==> src/rtl/vmicro16_rst_ctrl.sv <==
// Reset controller for vmicro16 board tops: power-on hold, debounced button and
// software re-entry, staggered per-domain release and a sticky reset-cause record.
module vmicro16_rst_ctrl #(
    parameter int POR_CLKS       = 8,
    parameter int DEBOUNCE_CLKS  = 1000,
    parameter int NUM_DOMAINS    = 2,
    parameter int STAGE_CLKS     = 4,
    parameter int BTN_ACTIVE_LOW = 1
) (
    input  logic                   clk,
    input  logic                   reset,
    input  logic                   btn,
    input  logic                   soft_req,
    input  logic                   cause_clr,
    output logic [NUM_DOMAINS-1:0] rst_out,
    output logic                   busy,
    output logic [2:0]             cause
);

    typedef enum logic [1:0] {
        S_HOLD    = 2'd0,
        S_RELEASE = 2'd1,
        S_RUN     = 2'd2
    } state_t;

    localparam int MAX_A   = (POR_CLKS > DEBOUNCE_CLKS) ? POR_CLKS : DEBOUNCE_CLKS;
    localparam int SPAN    = NUM_DOMAINS * STAGE_CLKS + 1;
    localparam int MAX_CNT = (MAX_A > SPAN) ? MAX_A : SPAN;
    localparam int CW      = $clog2(MAX_CNT + 1);

    localparam logic [CW-1:0] CNT_ZERO   = CW'(0);
    localparam logic [CW-1:0] CNT_ONE    = CW'(1);
    localparam logic [CW-1:0] POR_LAST   = CW'(POR_CLKS - 1);
    localparam logic [CW-1:0] DB_LAST    = CW'(DEBOUNCE_CLKS - 1);
    localparam logic [CW-1:0] STAGE_LAST = CW'((NUM_DOMAINS - 1) * STAGE_CLKS);
    // Pin level seen while the button is not pressed.
    localparam logic BTN_IDLE = (BTN_ACTIVE_LOW != 0) ? 1'b1 : 1'b0;

    state_t                   state_q, state_d;
    logic                     btn_s1_q, btn_s1_d;
    logic                     btn_s2_q, btn_s2_d;
    logic                     btn_db_q, btn_db_d;
    logic [CW-1:0]            db_cnt_q, db_cnt_d;
    logic [CW-1:0]            hold_cnt_q, hold_cnt_d;
    logic [CW-1:0]            stage_cnt_q, stage_cnt_d;
    logic [NUM_DOMAINS-1:0]   rst_out_q, rst_out_d;
    logic                     busy_q, busy_d;
    logic [2:0]               cause_q, cause_d;
    logic                     btn_lvl_s;
    logic                     set_btn_s;
    logic                     set_soft_s;

    // Synchronise the button, correct its polarity and debounce it.
    always_comb begin
        btn_s1_d  = btn;
        btn_s2_d  = btn_s1_q;
        btn_lvl_s = (btn_s2_q != BTN_IDLE);
        btn_db_d  = btn_db_q;
        db_cnt_d  = CNT_ZERO;
        if (btn_lvl_s != btn_db_q) begin
            if (db_cnt_q == DB_LAST) begin
                btn_db_d = btn_lvl_s;
                db_cnt_d = CNT_ZERO;
            end else begin
                db_cnt_d = db_cnt_q + CNT_ONE;
            end
        end else begin
            db_cnt_d = CNT_ZERO;
        end
    end

    // Sequencer next state, domain resets and cause set events.
    always_comb begin
        state_d     = state_q;
        hold_cnt_d  = hold_cnt_q;
        stage_cnt_d = stage_cnt_q;
        rst_out_d   = rst_out_q;
        set_btn_s   = 1'b0;
        set_soft_s  = 1'b0;
        case (state_q)
            S_HOLD: begin
                rst_out_d   = '1;
                stage_cnt_d = CNT_ZERO;
                // A pressed button restarts the minimum hold from zero.
                if (btn_db_q) begin
                    hold_cnt_d = CNT_ZERO;
                end else if (hold_cnt_q >= POR_LAST) begin
                    state_d    = S_RELEASE;
                    hold_cnt_d = CNT_ZERO;
                end else begin
                    hold_cnt_d = hold_cnt_q + CNT_ONE;
                end
            end
            S_RELEASE: begin
                if (btn_db_q) begin
                    state_d     = S_HOLD;
                    rst_out_d   = '1;
                    hold_cnt_d  = CNT_ZERO;
                    stage_cnt_d = CNT_ZERO;
                    set_btn_s   = 1'b1;
                end else begin
                    for (int i = 0; i < NUM_DOMAINS; i++) begin
                        if (stage_cnt_q == CW'(i * STAGE_CLKS)) begin
                            rst_out_d[i] = 1'b0;
                        end else begin
                            rst_out_d[i] = rst_out_q[i];
                        end
                    end
                    // One extra cycle after the last domain clears before RUN.
                    if (stage_cnt_q > STAGE_LAST) begin
                        state_d     = S_RUN;
                        stage_cnt_d = CNT_ZERO;
                    end else begin
                        stage_cnt_d = stage_cnt_q + CNT_ONE;
                    end
                end
            end
            S_RUN: begin
                rst_out_d = '0;
                if (btn_db_q || soft_req) begin
                    state_d    = S_HOLD;
                    rst_out_d  = '1;
                    hold_cnt_d = CNT_ZERO;
                    set_btn_s  = btn_db_q;
                    set_soft_s = soft_req;
                end else begin
                    state_d = S_RUN;
                end
            end
            default: begin
                state_d     = S_HOLD;
                rst_out_d   = '1;
                hold_cnt_d  = CNT_ZERO;
                stage_cnt_d = CNT_ZERO;
            end
        endcase
    end

    // Busy tracks the upcoming state; set events override a same-cycle clear.
    always_comb begin
        busy_d = (state_d != S_RUN);
        if (cause_clr) begin
            cause_d = 3'b000;
        end else begin
            cause_d = cause_q;
        end
        cause_d = cause_d | {set_soft_s, set_btn_s, 1'b0};
    end

    // State registers with asynchronous active-low reset.
    always_ff @(posedge clk or negedge reset) begin
        if (!reset) begin
            state_q     <= S_HOLD;
            btn_s1_q    <= BTN_IDLE;
            btn_s2_q    <= BTN_IDLE;
            btn_db_q    <= 1'b0;
            db_cnt_q    <= CNT_ZERO;
            hold_cnt_q  <= CNT_ZERO;
            stage_cnt_q <= CNT_ZERO;
            rst_out_q   <= '1;
            busy_q      <= 1'b1;
            cause_q     <= 3'b001;
        end else begin
            state_q     <= state_d;
            btn_s1_q    <= btn_s1_d;
            btn_s2_q    <= btn_s2_d;
            btn_db_q    <= btn_db_d;
            db_cnt_q    <= db_cnt_d;
            hold_cnt_q  <= hold_cnt_d;
            stage_cnt_q <= stage_cnt_d;
            rst_out_q   <= rst_out_d;
            busy_q      <= busy_d;
            cause_q     <= cause_d;
        end
    end

    assign rst_out = rst_out_q;
    assign busy    = busy_q;
    assign cause   = cause_q;

endmodule
==> config.mk <==
export PLATFORM = sky130hd
export DESIGN_NAME = vmicro16_rst_ctrl
export DESIGN_NICKNAME = d
export VERILOG_FILES = /design/src/rtl/vmicro16_rst_ctrl.sv
export SDC_FILE = /design/constraint.sdc
export NUM_CORES = 1
export LEC_CHECK = 0
export CORE_ASPECT_RATIO = 0.6
export CORE_MARGIN = 1
export CORE_UTILIZATION = 58
export CTS_CLUSTER_DIAMETER = 30
export DETAILED_ROUTE_END_ITERATION = 8
export PLACE_DENSITY = 0.84
export REMOVE_ABC_BUFFERS = 1
export SLEW_MARGIN = 20
export SYNTH_ARGS = -nofsm -noshare
export SYNTH_HDL_FRONTEND = slang
export SYNTH_SLANG_ARGS = --single-unit
export TNS_END_PERCENT = 20
==> constraint.sdc <==
create_clock -name clk -period 2.55 [get_ports clk]
set_input_delay 0.255 -clock clk [delete_from_list [all_inputs] [get_ports clk]]
set_output_delay 0.255 -clock clk [all_outputs]
set_load 0.005 [all_outputs]
# Yosys cells after proc, flatten, opt, wreduce, memory -nomap -nowiden
# Cells that the tools add are included.
# classes
add_sub_neg	3
mul	0
n_div	0
magnitude_cmp	2
eq_ne	10
shifts	0
muxes	27
bitwise_logic	2
n_reduce_logical	5
# op_table
op	n
$mux W10	8
$add A10 B1 Y10 const B	3
$pmux W10 S3	1
$pmux W10 S2	1
$mux W2	7
$eq A10 B10 Y1 const B	1
$eq A10 B3 Y1 const B	1
$ge A10 B3 Y1 const B	1
$gt A10 B3 Y1 const B	1
$logic_not A10 Y1	1
$mux W1	6
$ne A2 B2 Y1 const B	3
$ne A3 B3 Y1 const B	2
$pmux W2 S3	1
$pmux W2 S2	1
$reduce_and A2 Y1	2
$mux W3	1
$or A3 B3 Y3	1
$eq A2 B1 Y1 const B	1
$eq A2 B2 Y1 const B	1
$logic_not A2 Y1	1
$pmux W1 S2	1
$logic_or A1 B1 Y1	1
$ne A1 B1 Y1	1
$not A1 Y1	1
# word_totals
ff_bits	41
latch_bits	0
ramBits	0
rom_bits	0
input_bits	5
out_inout_bits	6
wordCells	60
mem_count	0

# Longest topological paths before layout
# depth
ltp_word	5
mapped_depth	8
ltp_nobuf	6

# Worst setup path before layout
# No wires, ideal clock.
# synth_timing
kind	register to register
start	reg state_q[0]
end	reg hold_cnt_q[3]
setup_ns	0.130
arrival_ns	1.669
required_time_ns	2.420
path_slack_ns	0.751
stages_incl_launch_ff	9
path_buffers	2
period_less_slack_ns	1.799
path_cell_list	dfrtp_1 -> inv_1 -> ha_1 -> buf_2 -> nor2b_1 -> o21ai_1 -> and2_1 -> buf_2 -> a21oi_1
# synth_via
elab_chain_len	3
word_cells_on_any_way	7
cone_classes	4 x eq/ne; 1 x mux; 2 x reduce/logical
# synth_lines
item	line	rtl
start, declared	39	state_t state_q, state_d;
start signal, assigned	164	state_q <= state_d;
$eq A2 B2 Y1 or $eq A2 B1 Y1 (tied branches)	80	case (state_q)
$ne A2 B2 Y1 (no line)	-	
$reduce_and A2 Y1 (no line)	-	
end signal, assigned	169	hold_cnt_q <= hold_cnt_d;
end, declared	44	logic [CW-1:0] hold_cnt_q, hold_cnt_d;
# Parallel ways exist; a longest one is shown, timed or not.
# A chain may end at the register's enable or synchronous reset.

# Final worst setup path
# layout_timing
start	reg state_q[0]
end	reg hold_cnt_q[2]
# Same word-level chain as after synthesis.

==> impl_metrics.tcl <==
set metrics [dict create \
    p_per_area_nw_per_um2 787.9 \
    final_common_cell "dfrtp_1" \
    drt.antenna.violating_nets 0 \
    cts_tree "yes" \
    cts_setup_buffers 0 \
    clockBufferDepth 2 \
    critical_path_class "flop to flop" \
    worst-slew-pin-transition_ns 0.8811 \
    netlist_area_um2 1982 \
    grt_pass1_vias 1273 \
    slew_headroom_pct 41.26 \
    setup_viol 0 \
    avgRoutedWirePerCell_um 14.67 \
    maxCapViolCount 0 \
    core_region_area_um2 3263 \
    drv_slew 0 \
    clkLatencyLatePin_ns 0.30 \
    hold_buffers 0 \
    seq_area_frac_synth_pct 52.15 \
    grt_pass1_wl_um 6058 \
    crit_path_max_fanout 10 \
    numCtsBuffers 5 \
    start_kind "flop" \
    top_usage_layer "met1" \
    clock_sinks 41 \
    cp_top_family "compound AO/OA/AOI/OAI gates" \
    num_vias 1452 \
    clockRootBuffer "clkbuf_8" \
    fp.dieW_um 77.47 \
    hold_violations 0 \
    worstPathRequired_ns 2.72 \
    skew_ns 0.004688 \
    syn_area_per_cell_um2 10.11 \
    diodes 0 \
    p_leak_nw 0.9770 \
    ctsResizeCount 0 \
    drive_gt1_share_pct 9.524 \
    cp_slowest_stage_delay_ns 0.51 \
    vdd_drop_max_mv 0.4253 \
    start_util_pct 60.74 \
    rsz0062_at_grt "false" \
    nFillCells 245 \
    syn_inst 196 \
    p_total_w 0.001747 \
    cts_max_level 2 \
    critPathCaptureType "flop" \
    period_needed_ns 2.134 \
    final_cell_mix "dfrtp_1 (35), nor2_1 (25), nand2_1 (17), inv_1 (12), clkdlybuf4s50_1 (9)" \
    layout.cells.non_filler 255 \
    yosys_warnings 0 \
    port-buffer-count 10 \
    postSynthRegisterBits 41 \
    grt_use_met2_pct 32.39 \
    grt_max_degree 42 \
    via_per_inst 5.694 \
    setup_tns_ns 0 \
    gp_congestion 0.7890 \
    finalCritPeriodShare_pct 83.70 \
    outcome "finished, final reports clean" \
    die_area_um2 3663 \
    grt_use_total_pct 23.16 \
    gr-usage-met3_pct 6.408 \
    area_delta_synth_final_pct 11.87 \
    fin_hold_ws_ns 0.07078 \
    io_pins 11 \
    crit_path_cell_trace "inv_1 > ha_1 > nor2b_1 > o21ai_1 > and2_1 > a21oi_1" \
    path_buf_inv 1 \
    nets 222 \
    drc_errors 0 \
    grt_antenna_before_repair 0 \
    drtIter0Drc 106 \
    die_h_um 47.28 \
    cts.clk_slew.worst_paths_ns 0.08 \
    dp.final_hpwl_um 2723 \
    yosysUniqueCellTypes 40 \
    slowest_stage "o21ai_1" \
    rows 16 \
    dp_cells 247 \
    gr-usage-met1_pct 32.76 \
    grt.overflow.total 0 \
    critPathArrivalTime_ns 2.30 \
    hold_path_class "primary input to async pin" \
    drt_pass1_iterations 4 \
    timing.fmax_mhz 468.5 \
    wl_um 3740 \
]
synth_stat cells:
| library cell | instances | area share (%) |
|---|---|---|
| o41ai_1 | 1 | 0.44 |
| o21ai_1 | 4 | 1.0 |
| xnor2_1 | 5 | 2.2 |
| and2_1 | 5 | 1.6 |
| o31ai_1 | 2 | 0.76 |
| o22ai_1 | 2 | 0.63 |
| or4_1 | 1 | 0.38 |
| and4b_1 | 1 | 0.51 |
| inv_1 | 12 | 2.3 |
| clkbuf_1 | 2 | 0.38 |
| a21oi_1 | 5 | 1.3 |
| buf_2 | 2 | 0.51 |
| nor3_1 | 3 | 0.76 |
| and4_1 | 1 | 0.44 |
| mux2_2 | 2 | 1.1 |
| o21ai_0 | 4 | 1.0 |
| a21o_1 | 1 | 0.38 |
| a41oi_1 | 7 | 3.1 |
| a311oi_1 | 1 | 0.44 |
| nand4b_1 | 1 | 0.44 |
| nand4_1 | 4 | 1.3 |
| nor4_4 | 1 | 1.1 |
| or3_1 | 1 | 0.32 |
| nand2_1 | 17 | 3.2 |
| nor4_1 | 1 | 0.32 |
| nor2_2 | 1 | 0.32 |
| dfstp_2 | 6 | 8.0 |
| o21a_1 | 1 | 0.38 |
| dfrtp_1 | 35 | 44 |
| nand3_1 | 5 | 1.3 |
| ha_1 | 8 | 5.1 |
| a31oi_1 | 6 | 1.9 |
| nor2_1 | 25 | 4.7 |
| or4_4 | 1 | 0.57 |
| nand3b_1 | 1 | 0.38 |
| nor2b_1 | 6 | 1.9 |
| nand2b_1 | 1 | 0.32 |
| and3_1 | 7 | 2.2 |
| nor3b_1 | 1 | 0.38 |
| xor2_1 | 6 | 2.7 |
routing by layer:
metal / up-vias / share of wire, %
li1: 709 / -
met1: 698 / 50
met2: 35 / 42
met3: 10 / 5.1
met4: 0 / 2.5
met5: - / 0
final timing paths:
kind / endpoint / slack, ns / depth (start not counted) / start
max: hold_cnt_q[2] / 0.42 / 6 / state_q[0]
max in group asynchronous: db_cnt_q[0] / 1.92 / 1 / reset
min reg2reg: btn_s2_q / 0.36 / 0 / btn_s1_q
max reg2reg: hold_cnt_q[2] / 0.42 / 6 / state_q[0]
min in group clk: btn_s1_q / 0.36 / 1 / btn
min: stage_cnt_q[0] / 0.07 / 1 / reset
power breakdown:
part | internal (W) | switching, W
logic | 0.000190 | 0.000265
registers | 0.000744 | 0.0000840
clock network | 0.000244 | 0.000219
area by class of cell:
type	count	area, um2	area share, %
Inverter	12	45.04	2.032
Sequential cell	41	1033	46.61
Tap cell	45	56.30	2.539
Clock buffer	7	96.34	4.345
Multi-Input combinational cell	139	885.9	39.95
Timing Repair Buffer	10	95.09	4.289
Clock inverter	1	5.005	0.2257
registers in the layout, summed over array words and instances (netlist names):
register / cells
hold_cnt_q: 10
rst_out: 2
cause: 3
btn_s2_q: 1
busy: 1
db_cnt_q: 10
btn_s1_q: 1
btn_db_q: 1
stage_cnt_q: 10
state_q: 2
through the flow:
| step | instance area [um2] | setup WS (ns) | util, % |
|---|---|---|---|
| 2_1_floorplan | 1964 | 0.7837 | - |
| 3_3_place_gp | 2116 | 0.5927 | 64.84 |
| 3_5_place_dp | 2116 | 0.4645 | 64.84 |
| 4_1_cts | 2217 | 0.4557 | 67.94 |
| 5_1_grt | 2217 | 0.2972 | 67.94 |
| 6_report | 2217 | 0.4157 | 67.94 |
cells by family after synthesis:
kind of cell,count (synthesis),synth area share [%]
and+or+nand+nor,84,22.35
DFF,41,52.15
AOI/OAI and AO/OA,34,11.30
buffers and inverters,16,3.157
xor gates and xnor gates,11,4.861
adders and majority gates,8,5.051
muxes,2,1.136
Power figures use the tool's default switching activity.
==> edit 1, RTL diff (config.mk and constraints unchanged) <==
`STAGE_CLKS`: 4 -> 2.
--- a/src/rtl/vmicro16_rst_ctrl.sv
+++ b/src/rtl/vmicro16_rst_ctrl.sv
@@ -4,7 +4,7 @@
     parameter int POR_CLKS       = 8,
     parameter int DEBOUNCE_CLKS  = 1000,
     parameter int NUM_DOMAINS    = 2,
-    parameter int STAGE_CLKS     = 4,
+    parameter int STAGE_CLKS     = 2,
     parameter int BTN_ACTIVE_LOW = 1
 ) (
     input  logic                   clk,
Behaviour: no difference found for any inputs over 10 cycles, from zero or initial values and one cycle with reset low; that may be too few to reach the edited logic, so the function may still have changed.
==> edit 1 against the unedited design <==
First-iteration DRC count decreased by 9.4%; routed wire length rose by 7.4%; largest power group unchanged; sequential cell count unchanged; sequential share of layout area is 0.61 points higher; synthesized area fell by 2.3%; critical endpoint is now hold_cnt_q[6]; power increased by 8.8%; setup slack better by 230 ps; clock skew increased by 0.62 ps; cell area fell by 1.3%.
==> edit 1: results <==
set metrics [dict create \
    hold_ws_ps 78.4 \
    grt-ovfl-total 0 \
    nets 220 \
    cts.repair.resized 0 \
    grt_pass1_wl_um 6770 \
    dp_hpwl_um 2940 \
    relSlewSlack_pct 42.1 \
    antenna_found_initial 0 \
    min_path_type "input pin to async pin" \
    use_met1_pct 35.7 \
    clk_pin_slew_ps 80 \
    worstPathMaxFanout 13 \
    fin_skew_ps 5.30 \
    use_met3_pct 7.77 \
    status "completed" \
    routed_wl_um 4020 \
    grt_pass1_vias 1353 \
    drive_above_1_share_pct 10.6 \
    place.gp.congestion 0.824 \
    use_met2_pct 42.9 \
    reg_top3 "db_cnt_q (10), hold_cnt_q (10), stage_cnt_q (10)" \
    r2r_end "hold_cnt_q[6]" \
    postCtsSetupBuffers 0 \
    synth_cell_types 36 \
    leakage_nw 0.946 \
    drt-initial-drc-count 96 \
    ir_drop_v 0.000604 \
    placed_area_um2 2080 \
    grtUsageTotal_pct 26.3 \
    numPortBuffers 10 \
    ys_seq_area_share_pct 53.4 \
    synth_area_leaders "dfrtp_1, dfstp_2, ha_1" \
    r2r_slack_ps 640 \
    reg2reg_depth 7 \
    antennaDiodeCount 0 \
    first_pass_iters 4 \
    synth_common_cells "dfrtp_1, nor2_1, nand2_1, inv_1" \
    vias 1469 \
    pre_cts_slack_ps 665 \
]
edit 1: logic make-up (layout without fill, tap and decap cells):
logic type	after synthesis	count (layout)	share of synthesized area, %
muxes	2	2	1.16
xor gates and xnor gates	10	10	4.52
and+or+nand+nor	83	83	22.2
buffers and inverters	14	30	2.71
DFF	41	41	53.4
adders and majority gates	9	9	5.81
AOI/OAI and AO/OA	32	32	10.2
edit 1: final cells by class:
| type | instances | area [µm²] |
|---|---|---|
| flip-flops and latches | 41 | 1030 |
| fillers | 212 | 833 |
| repair buffers | 11 | 103 |
| well taps | 42 | 52.6 |
| clock buffers | 6 | 72.6 |
| inverters | 11 | 41.3 |
| clock inverters | 2 | 35.0 |
| multi-input cells | 136 | 851 |
edit 1: worst max-delay path by stage:
stage	start	endpoint	slack, ps
global placement	state_q[0]	hold_cnt_q[3]	750
CTS	state_q[0]	hold_cnt_q[9]	660
global route	state_q[0]	hold_cnt_q[9]	500
floorplan	state_q[0]	state_q[1]	760
detailed placement	state_q[0]	hold_cnt_q[9]	670
finish	state_q[0]	hold_cnt_q[6]	640
edit 1: power breakdown:
group | leakage (nW) | total (mW) | internal (mW) | switching, mW
clock network | 0.0552 | 0.507 | 0.291 | 0.216
registers | 0.544 | 0.824 | 0.743 | 0.0804
logic | 0.347 | 0.570 | 0.227 | 0.344
edit 1: through the flow:
step,utilization [%],cells
3_5_place_dp,68.9,241
6_report,72.4,249
2_1_floorplan,-,188
4_1_cts,72.4,249
5_1_grt,72.4,249
3_3_place_gp,68.9,241
edit 1: layer usage:
metal  vias up  routed length [µm]
met1       720                1920
li1        697                   -
met2        50                1860
met4         0                  14
met3         2                 220
met5         -                   0
edit 1: worst max-delay path, cell delays in order, from the launching register on:
cell and delay (ps):
dfrtp_1 420, inv_1 90, ha_1 330, nor2b_1 200, o21ai_1 160, buf_4 180, and2_1 300, nor2_1 90
==> edit 2, RTL diff (same settings) <==
Made on the original files. The 3 states of `state_t` get a one-hot encoding in 3 bits.
--- a/src/rtl/vmicro16_rst_ctrl.sv
+++ b/src/rtl/vmicro16_rst_ctrl.sv
@@ -17,10 +17,10 @@
     output logic [2:0]             cause
 );
 
-    typedef enum logic [1:0] {
-        S_HOLD    = 2'd0,
-        S_RELEASE = 2'd1,
-        S_RUN     = 2'd2
+    typedef enum logic [2:0] {
+        S_HOLD    = 3'b001,
+        S_RELEASE = 3'b010,
+        S_RUN     = 3'b100
     } state_t;
 
     localparam int MAX_A   = (POR_CLKS > DEBOUNCE_CLKS) ? POR_CLKS : DEBOUNCE_CLKS;
Behaviour: no difference found for any inputs over 10 cycles, from zero or initial values and one cycle with reset low; not proved beyond that.
==> edit 2 against the unedited design <==
Synthesized area is 2.6% lower; sequential cell count is 1 higher; setup slack better by 350 ps; cell area is 2.9% lower; fmax is 20% higher; clock skew is 6.4 ps higher; global-route usage is 1.0 points higher; routed wire length is 3.1% higher; synthesized cell count is 7.1% lower; first-iteration DRC count is 29% higher; count of clock-buffer cells in the layout is 1 lower; power is 17% lower; largest power group unchanged; highest routed layer unchanged.
==> edit 2: results <==
set metrics [dict create \
    grt_pass1_wl_um 6330 \
    place.gp.congestion 0.934 \
    first_pass_iters 4 \
    worstPathMaxFanout 10 \
    vias 1411 \
    fin_skew_ps 11.0 \
    grt_pass1_vias 1344 \
    reg_top3 "db_cnt_q (10), hold_cnt_q (10), stage_cnt_q (10)" \
    critPathArrivalTime_ps 1980 \
    cpMaxStageDelayCell "nor4b_1" \
    pre_cts_slack_ps 685 \
    drt-initial-drc-count 137 \
    antennaDiodeCount 0 \
    syn-instance-count 182 \
    slowest_delay_ps 560 \
    r2r_end "stage_cnt_q[3]" \
    grt_max_degree 43 \
    place_inst 231 \
    synth_common_cells "dfrtp_1, nor2_1, nand2_1, inv_1, a31oi_1" \
    reg2reg_depth 3 \
    leakage_nw 0.928 \
    synth_cell_types 42 \
    ys_seq_area_share_pct 54.9 \
    ir_drop_v 0.000465 \
    wire_per_inst_um 16.1 \
    cts_buffers 5 \
    synth_area_leaders "dfrtp_1, dfstp_2, nor2_1" \
    r2r_slack_ps 770 \
    tightest_slew_ps 892 \
    antenna_found_initial 0 \
    dp_hpwl_um 2890 \
    r2r_start "state_q[2]" \
    clk_pin_slew_ps 80 \
    status "completed" \
    cts.repair.resized 0 \
    drv_cap 0 \
    numPortBuffers 10 \
    via_per_inst 5.90 \
    grtUsageTotal_pct 24.2 \
    synth.ff_latch_count 42 \
    nets 205 \
    drive_above_1_share_pct 13.7 \
]
[edit 2: cell types whose count changed after synthesis, sizes merged, moves of 3 or more]
| cell | change |
|---|---|
| ha | -4 |
| nor3 | +3 |
| a41oi | -5 |
| nor2b | -4 |
| and3 | -4 |
| nor4b | +3 |
| nand2 | -3 |
| nor3b | +3 |
[edit 2: per-stage QoR]
stage | hold WS (ps) | util, % | area, µm²
floorplan | -40.6 | - | 1910
global placement | 348 | 68.5 | 2070
detailed placement | 352 | 68.5 | 2070
CTS | 112 | 71.2 | 2150
global route | 147 | 71.2 | 2150
finish | 81.8 | 71.2 | 2150
[edit 2: cell type report]
cell class	count	area (µm²)
clock buffers	6	72.6
fillers	215	870
clock inverters	2	10.0
flip-flops and latches	42	1060
inverters	11	41.3
well taps	42	52.6
multi-input cells	124	806
repair buffers	12	110
[edit 2: how the worst max path moves through the flow]
stage / cells after the start / slack, ps / start / endpoint
after global routing: 3 / 610 / state_q[2] / stage_cnt_q[3]
after floorplan: 4 / 1000 / stage_cnt_q[6] / rst_out[0]
after detailed placement: 5 / 690 / soft_req / hold_cnt_q[8]
final: 3 / 770 / state_q[2] / stage_cnt_q[3]
after global placement: 5 / 770 / soft_req / hold_cnt_q[3]
after CTS: 3 / 780 / state_q[2] / stage_cnt_q[3]
[edit 2: cell families (layout without fill, tap and decap cells)]
family	Yosys count	in the layout	share of synthesized area, %
AO/OA/AOI/OAI	30	30	11.3
AND/OR/NAND/NOR	78	78	22.2
adder cells (fa/ha/maj)	4	4	2.59
multiplexers	2	2	1.17
flip-flops	42	42	54.9
XOR/XNOR	10	10	4.54
buffers and inverters	16	31	3.37
[edit 2: report_power, final]
| group | internal, mW | total (mW) | switching, mW | leakage, nW |
|---|---|---|---|---|
| Sequential | 0.721 | 0.775 | 0.0543 | 0.555 |
| Combinational | 0.114 | 0.273 | 0.159 | 0.328 |
| Clock | 0.190 | 0.407 | 0.217 | 0.0450 |
[edit 2: layer usage]
metal	share of wire (%)	global-route usage (%)
met1	45	30.8
met2	48	41.8
met3	5.2	5.74
met4	1.3	8.46
met5	0	0
[edit 2: critical path, delay by kind of cell, from the launching register on]
family	cells	cell delay [ps]
DFF	1	480
AOI/OAI and AO/OA	1	290
and+or+nand+nor	2	930
